==> src/rtl/clock_select.sv <==
// -----------------------------------------------------------------------------
// clock_select
//   Prescaler for the 8-bit timer. Derives the timer count clock clk_in from
//   pclk at pclk/2, /4, /8 or /16, chosen by cks. A new ratio is adopted only
//   when the prescale counter wraps to zero. On that edge every divided phase
//   is low at once, so switching never produces a runt pulse.
//
//   Ports
//     pclk     in   system clock, rising-edge
//     preset   in   synchronous active-high reset
//     cks      in   [1:0] ratio request (00=/2, 01=/4, 10=/8, 11=/16)
//     clk_in   out  divided clock, registered, 50% duty
//     clk_tick out  (CLOCK_SELECT_TICK_EN only) one-pclk pulse on the same
//                   edge that clk_in rises
//
//   Parameters
//     RESET_SEL     ratio selection loaded on reset
//
//   Build option
//     `define CLOCK_SELECT_TICK_EN to add the clk_tick output.
// -----------------------------------------------------------------------------
module clock_select #(
  parameter logic [1:0] RESET_SEL = 2'b00
) (
  input  logic       pclk,
  input  logic       preset,
  input  logic [1:0] cks,
  output logic       clk_in
`ifdef CLOCK_SELECT_TICK_EN
  ,
  output logic       clk_tick
`endif
);

  logic [3:0] cnt;
  logic [3:0] nxt;
  logic [1:0] sel;
  logic       wrap;
  logic       clk_nxt;

  // Bit k of a free-running binary counter is a square wave of period 2^(k+1).
  // All bits are zero together on the wrap, which makes that edge the only
  // safe point to change which bit drives the output.
  always_comb begin
    nxt     = cnt + 4'd1;
    wrap    = (cnt == 4'hF);
    clk_nxt = nxt[sel];
  end

  always_ff @(posedge pclk) begin
    if (preset) begin
      cnt    <= 4'd0;
      sel    <= RESET_SEL;
      clk_in <= 1'b0;
    end else begin
      cnt    <= nxt;
      clk_in <= clk_nxt;
      // Only the request present on the wrap edge is adopted; requests seen
      // on any other edge are ignored.
      if (wrap) sel <= cks;
    end
  end

`ifdef CLOCK_SELECT_TICK_EN
  // Rising edge of clk_in: the registered output is about to go 0 -> 1.
  always_ff @(posedge pclk) begin
    if (preset) clk_tick <= 1'b0;
    else        clk_tick <= clk_nxt & ~clk_in;
  end
`endif

endmodule

==> config.mk <==
export PLATFORM = sky130hd
export DESIGN_NAME = clock_select
export DESIGN_NICKNAME = d
export VERILOG_FILES = /design/src/rtl/clock_select.sv
export SDC_FILE = /design/constraint.sdc
export NUM_CORES = 1
export LEC_CHECK = 0
export BUFFER_PORTS_ARGS = -buffer_cell sky130_fd_sc_hd__buf_2
export CELL_PAD_IN_SITES_DETAIL_PLACEMENT = 0
export CELL_PAD_IN_SITES_GLOBAL_PLACEMENT = 1
export CORE_AREA = 2 2 39 41
export DETAILED_ROUTE_END_ITERATION = 8
export DIE_AREA = 0 0 41 43
export PLACE_DENSITY = 0.46
export SYNTH_ARGS = -nofsm -noshare
export SYNTH_HDL_FRONTEND = slang
export SYNTH_SLANG_ARGS = --single-unit
==> constraint.sdc <==
create_clock -name pclk -period 2.55 [get_ports pclk]
set_input_delay 0.255 -clock pclk [delete_from_list [all_inputs] [get_ports pclk]]
set_output_delay 0.255 -clock pclk [all_outputs]
set_load 0.005 [all_outputs]
==> results of run 1 <==
-- state kept, by name (all words and copies together), names as in the netlist --
register and cells:
cnt 4, sel 2, clk_in 1
-- per-layer routing --
layer	global-route usage	wire length [µm]
met5	0	0
met4	0.06000	10
met3	0.07853	34
met2	0.08438	178
met1	0.09615	206
-- cell families (layout without fill, tap and decap cells) --
logic type | Yosys count | in the layout | synth area share
adders and majority gates | 1 | 1 | 0.04650
AOI/OAI and AO/OA | 4 | 4 | 0.1256
buffers and inverters | 1 | 8 | 0.01859
xor gates and xnor gates | 2 | 2 | 0.06513
DFF | 7 | 7 | 0.5209
muxes | 2 | 2 | 0.07442
and+or+nand+nor | 9 | 9 | 0.1488
-- stage by stage --
| step | instance area [µm²] | util | power [W] |
|---|---|---|---|
| floorplan | 269.0 | - | 0.0001311 |
| global placement | 304.0 | 0.2197 | 0.0001360 |
| detailed placement | 304.0 | 0.2197 | 0.0001363 |
| CTS | 330.3 | 0.2387 | 0.0002394 |
| global route | 330.3 | 0.2387 | 0.0002498 |
| finish | 330.3 | 0.2387 | 0.0002323 |
-- critical path, stage by stage, from the launching register on --
cell and delay [ns]:
dfxtp_1 0.35, ha_1 0.23, xnor2_1 0.15, a21o_1 0.16, a311oi_1 0.26
-- power groups by stage --
stage,logic [W],registers [W],clock network [W]
final,0.0000156,0.000118,0.0000986
after global routing,0.0000184,0.000119,0.000113
after CTS,0.0000160,0.000118,0.000105
after detailed placement,0.0000159,0.000120,0
after global placement,0.0000156,0.000120,0
after floorplan,0.0000114,0.000120,0
-- cell usage after synthesis --
library cell	n	area share
a211oi_1	1	0.028
a21o_1	1	0.028
a311oi_1	1	0.033
clkbuf_2	1	0.019
dfxtp_1	7	0.52
ha_1	1	0.047
mux2i_1	2	0.074
nand3_1	2	0.037
nor2_1	5	0.070
nor2b_1	1	0.023
nor3_1	1	0.019
o21ba_1	1	0.037
xnor2_1	1	0.033
xor2_1	1	0.033
-- layout make-up --
| cell class | count | area, µm² |
|---|---|---|
| fill | 157 | 1054 |
| timing repair buffer | 4 | 20.02 |
| sequential | 7 | 140.1 |
| tap | 16 | 20.02 |
| clock buffer | 4 | 26.28 |
| multi-input combinational | 18 | 123.9 |
-- worst max-delay path by stage --
stage / startpoint / end / slack [ns] / depth (start not counted)
final: cnt[0]$_SDFF_PP0_ / clk_in$_SDFF_PP0_ / 1.32 / 4
after global routing: cnt[0]$_SDFF_PP0_ / clk_in$_SDFF_PP0_ / 1.21 / 4
after CTS: cnt[0]$_SDFF_PP0_ / clk_in$_SDFF_PP0_ / 1.32 / 4
after detailed placement: cnt[0]$_SDFF_PP0_ / clk_in$_SDFF_PP0_ / 1.32 / 4
after global placement: cnt[0]$_SDFF_PP0_ / clk_in$_SDFF_PP0_ / 1.35 / 4
after floorplan: cnt[0]$_SDFF_PP0_ / clk_in$_SDFF_PP0_ / 1.43 / 4
==> flow_metrics.py, run 1 <==
metrics = {
    "status": {
        "status": "completed",
    },
    "clocking": {
        "h-tree-depth": 1,
        "clock_tree.root_cell": "clkbuf_4",
        "numCtsBuffers": 3,
        "clkTransAtPathRegs_ns": 0.05,
        "clock-sinks": 7,
        "holdBufCountCts": 0,
        "post_cts_buffers": 0,
        "clock_path_buffers": 2,
        "cts_tree": "built",
        "clk_latency_ns": 0.25,
        "cts_resized": 0,
    },
    "power_and_ir_drop": {
        "p_int_w": 0.0001827,
        "pwr-share-clk": 0.424,
        "ir_worst_vdd_mv": 0.2829,
        "p_leak_nw": 0.1495,
        "p_sw_w": 0.00004961,
        "pwr-share-comb": 0.067,
        "swShare": 0.2136,
        "power.density_nw_per_um2": 703.2,
        "seq_power_share": 0.509,
    },
    "yosys": {
        "synth_cell_types": 14,
        "syn_avg_cell_area_um2": 10.35,
        "ys_seq_area_frac": 0.5209,
        "ys.warnings.count": 0,
        "syn_nets": 31,
        "syn-instance-count": 26,
        "syn-cell-area_um2": 269.0,
        "synth_seq_cells": 7,
    },
    "critical_path": {
        "critPathKind": "reg -> reg",
        "worstPathRequired_ns": 2.70,
        "crit_arrival_ns": 1.38,
        "worstPathMaxFanout": 5,
        "critPathLaunchType": "flip-flop",
        "r2r-start": "cnt[0]$_SDFF_PP0_",
        "end_kind": "flip-flop",
        "regToRegSetupSlack_ns": 1.32,
        "rr_endpoint": "clk_in$_SDFF_PP0_",
        "rr_worst_depth": 4,
    },
    "place": {
        "port_buffers": 4,
        "post-place-ws_ns": 1.323,
        "gp_congestion": 0.7164,
        "dp_hpwl_um": 324.7,
        "dp.cells": 45,
    },
    "floorplan": {
        "io_pins": 5,
        "coreArea_um2": 1384,
        "fp.dieH_um": 43,
        "die_w_um": 41,
        "start_util": 0.1944,
        "rows": 14,
        "die-area_um2": 1763,
    },
    "hold_path": {
        "hold_depth": 3,
        "min_to": "sel[1]$_SDFFE_PP0N_",
        "hp-class": "in -> reg",
        "hold_start": "cks[1]",
    },
    "cells_and_area": {
        "layout_common_cells": "7 x dfxtp_1, 5 x nor2_1, 4 x buf_2, 3 x clkbuf_4",
        "area_growth_pct": 22.79,
        "drive_above_1_share": 0.2121,
        "diodes": 0,
        "fin_nets": 39,
        "final_common_cell": "dfxtp_1",
        "fin_cells": 49,
    },
    "sta": {
        "setup_tns_ns": 0,
        "post-route-min-period_ns": 1.233,
        "tightest_slew_ns": 0.2404,
        "slew_headroom": 0.8386,
        "rsz0062_at_grt": "no",
        "fin_ws_ns": 1.317,
        "max_freq_mhz": 810.9,
        "finClkSkew_ns": 0.006026,
        "hold_slack_ns": 0.2363,
        "finalHoldViolCount": 0,
        "maxSlewViolCount": 0,
        "period_share": 0.4836,
        "finalSetupViolations": 0,
    },
    "global_routing": {
        "grt_pass1_wl_um": 855,
        "track_usage": 0.08124,
        "antenna_found_initial": 0,
        "gr-total-overflow": 0,
        "grt_pass1_vias": 205,
        "grt_max_degree": 9,
    },
    "routing": {
        "vias": 195,
        "drt-initial-drc-count": 0,
        "routed_wl_um": 430,
        "drtPass1Iterations": 1,
        "viasPerCell": 3.980,
        "wl_per_cell_um": 8.776,
        "ant_nets": 0,
        "remaining_drc_errors": 0,
    },
    "run": {
        "max_cap_violations": 0,
    },
}
(Power assumes the default switching activity.)
==> run 2: changes to the inputs <==
--- a/config.mk
+++ b/config.mk
@@ -5,13 +5,14 @@
 export SDC_FILE = /design/constraint.sdc
 export NUM_CORES = 1
 export LEC_CHECK = 0
+export ABC_AREA = 1
 export BUFFER_PORTS_ARGS = -buffer_cell sky130_fd_sc_hd__buf_2
 export CELL_PAD_IN_SITES_DETAIL_PLACEMENT = 0
 export CELL_PAD_IN_SITES_GLOBAL_PLACEMENT = 1
 export CORE_AREA = 2 2 39 41
 export DETAILED_ROUTE_END_ITERATION = 8
 export DIE_AREA = 0 0 41 43
-export PLACE_DENSITY = 0.46
+export PLACE_DENSITY = 0.51
 export SYNTH_ARGS = -nofsm -noshare
 export SYNTH_HDL_FRONTEND = slang
 export SYNTH_SLANG_ARGS = --single-unit
==> constraint.sdc (replaced) <==
create_clock -name pclk -period 1.3 [get_ports pclk]
set_input_delay 0.13 -clock pclk [delete_from_list [all_inputs] [get_ports pclk]]
set_output_delay 0.13 -clock pclk [all_outputs]
set_load 0.005 [all_outputs]
==> flow_metrics.py, run 2 <==
metrics = {
    "yosys": {
        "syn_nets": 44,
        "synth_seq_cells": 7,
        "synth_flop_cell": "dfxtp_1",
        "netlist.area_leader.share": 0.4870,
        "synth_cell_types": 10,
        "ys_seq_area_frac": 0.4870,
        "syn-instance-count": 39,
        "syn_avg_cell_area_um2": 7.379,
        "netlist_top_cells_count": "8 x inv_1, 8 x nand2_1, 7 x dfxtp_1",
        "synth-edff-count": 0,
        "ys.warnings.count": 0,
        "syn-cell-area_um2": 287.8,
        "yosys.area.top_type": "dfxtp_1",
        "netlist_top_cells_area": "dfxtp_1 49%, inv_1 10%, nand2_1 10%",
        "synth_async_sr_flop_share": 0,
    },
    "floorplan": {
        "fp.dieH_um": 43,
        "die_w_um": 41,
        "rows": 14,
        "die-area_um2": 1763,
        "io_pins": 5,
        "start_util": 0.2080,
        "coreArea_um2": 1384,
    },
    "clocking": {
        "cts_resized": 0,
        "clk_latency_ns": 0.26,
        "holdBufCountCts": 0,
        "h-tree-depth": 1,
        "clock_path_buffers": 2,
        "cts_tree": "built",
        "clock_tree.root_cell": "clkbuf_4",
        "clock-sinks": 7,
        "clkTransAtPathRegs_ns": 0.06,
        "post_cts_buffers": 0,
        "numCtsBuffers": 3,
    },
    "run": {
        "max_cap_violations": 0,
    },
    "sta": {
        "finalHoldViolCount": 0,
        "period_share": 0.8023,
        "maxSlewViolCount": 0,
        "max_freq_mhz": 958.7,
        "rsz0062_at_grt": "no",
        "finClkSkew_ns": 0.007070,
        "tightest_slew_ns": 0.1462,
        "post-route-min-period_ns": 1.043,
        "finalSetupViolations": 0,
        "slew_headroom": 0.9015,
        "setup_tns_ns": 0,
    },
    "status": {
        "status": "completed",
    },
    "global_routing": {
        "antenna_found_initial": 0,
        "grt_max_degree": 6,
        "grt_pass1_vias": 232,
        "gr-total-overflow": 0,
        "grt_pass1_wl_um": 862,
        "track_usage": 0.08056,
    },
    "critical_path": {
        "worstPathRequired_ns": 1.44,
        "crit_arrival_ns": 1.18,
        "cpPeakStageDelay_ns": 0.35,
        "critPathKind": "reg -> reg",
        "regToRegSetupSlack_ns": 0.26,
        "worstPathMaxFanout": 4,
        "end_kind": "flip-flop",
        "critPathLaunchType": "flip-flop",
        "cp.buffers_inverters": 0,
        "path_cells": "ha_1 -> nand3_1 -> o21ai_0 -> a21oi_1",
        "cp_top_family": "flip-flops",
        "cpMaxStageDelayCell": "dfxtp_1",
    },
    "power_and_ir_drop": {
        "pwr-share-clk": 0.432,
        "power.density_nw_per_um2": 1309,
        "ir_worst_vdd_mv": 0.3669,
        "seq_power_share": 0.488,
        "p_leak_nw": 0.1693,
        "p_int_w": 0.0003602,
        "pwr-share-comb": 0.080,
        "p_sw_w": 0.0001133,
        "swShare": 0.2393,
    },
    "routing": {
        "vias": 270,
        "routed_wl_um": 536,
        "drt-initial-drc-count": 1,
        "ant_nets": 0,
        "remaining_drc_errors": 0,
        "viasPerCell": 4.219,
        "wl_per_cell_um": 8.375,
        "drtPass1Iterations": 2,
    },
    "cells_and_area": {
        "multi_input_area_um2": 117.6,
        "largest_reg_flops": 4,
        "fin_util": 0.2613,
        "top_register": "cnt",
        "fin_area_um2": 361.6,
        "area_growth_pct": 25.65,
        "layout_common_cells": "8 x inv_1, 8 x nand2_1, 7 x dfxtp_1, 4 x buf_2",
        "diodes": 0,
        "reg_top3": "cnt (4), sel (2), clk_in (1)",
        "fin_nets": 54,
        "num-fill-cells": 155,
        "register_area_um2": 140.1,
        "drive_above_1_share": 0.1667,
    },
    "place": {
        "place_area_um2": 335.3,
        "dp_hpwl_um": 407.8,
        "port_buffers": 4,
        "gp_congestion": 0.7293,
    },
    "hold_path": {
        "hp-class": "in -> reg",
    },
}
## run 2: final cells by class
| cell class | count | share of cell area |
|---|---|---|
| Timing Repair Buffer | 5 | 0.07612 |
| Sequential cell | 7 | 0.3875 |
| Multi-Input combinational cell | 24 | 0.3253 |
| Inverter | 8 | 0.08304 |
| Clock buffer | 4 | 0.07266 |
| Tap cell | 16 | 0.05536 |
## run 2: path summary, 6_finish.rpt
check	end	startpoint	cells past startpoint
setup / recovery	sel[1]$_SDFFE_PP0N_	cnt[1]$_SDFF_PP0_	4
hold / removal	cnt[0]$_SDFF_PP0_	preset	2
setup reg to reg	sel[1]$_SDFFE_PP0N_	cnt[1]$_SDFF_PP0_	4
hold reg to reg	sel[0]$_SDFFE_PP0N_	sel[0]$_SDFFE_PP0N_	2
## run 2: power by group through the flow
stage | registers [W] | clock network (W) | logic (W)
after global routing | 0.000232 | 0.000216 | 0.0000444
final | 0.000231 | 0.000205 | 0.0000378
after global placement | 0.000236 | 0 | 0.0000395
after floorplan | 0.000236 | 0 | 0.0000203
after detailed placement | 0.000236 | 0 | 0.0000389
after CTS | 0.000231 | 0.000213 | 0.0000391
## run 2: metal layers
layer | part of all wire | vias to the layer above | routed length, µm | GRT usage
met5 | 0 | - | 0 | 0
met4 | 0.071 | 0 | 38 | 0.1200
met3 | 0.035 | 5 | 19 | 0.01571
met2 | 0.45 | 6 | 243 | 0.1031
met1 | 0.44 | 116 | 236 | 0.08442
li1 | - | 143 | - | -
## run 2: cell families (layout without fill, tap and decap cells)
family          after synthesis  in the layout  share of synthesized area
buf+inv                       8             17                     0.1044
fa+ha+maj                     1              1                    0.04347
simple gates                 17             17                     0.2609
compound gates                6              6                     0.1043
flops                         7              7                     0.4869
## run 2: worst reg2reg max path: stages, from the launching register on
cell	delay [ns]
dfxtp_1	0.35
ha_1	0.20
nand3_1	0.14
o21ai_0	0.18
a21oi_1	0.05
## run 2: metrics by stage
stage | setup slack (ns) | instances | total power [W] | hold slack (ns)
2_1_floorplan | 0.3109 | 39 | 0.0002565 | 0.1967
6_report | 0.2570 | 64 | 0.0004735 | 0.07339
3_3_place_gp | 0.2181 | 60 | 0.0002755 | 0.3408
3_5_place_dp | 0.2532 | 60 | 0.0002747 | 0.3482
5_1_grt | 0.1360 | 64 | 0.0004929 | 0.07544
4_1_cts | 0.2393 | 64 | 0.0004838 | 0.06962
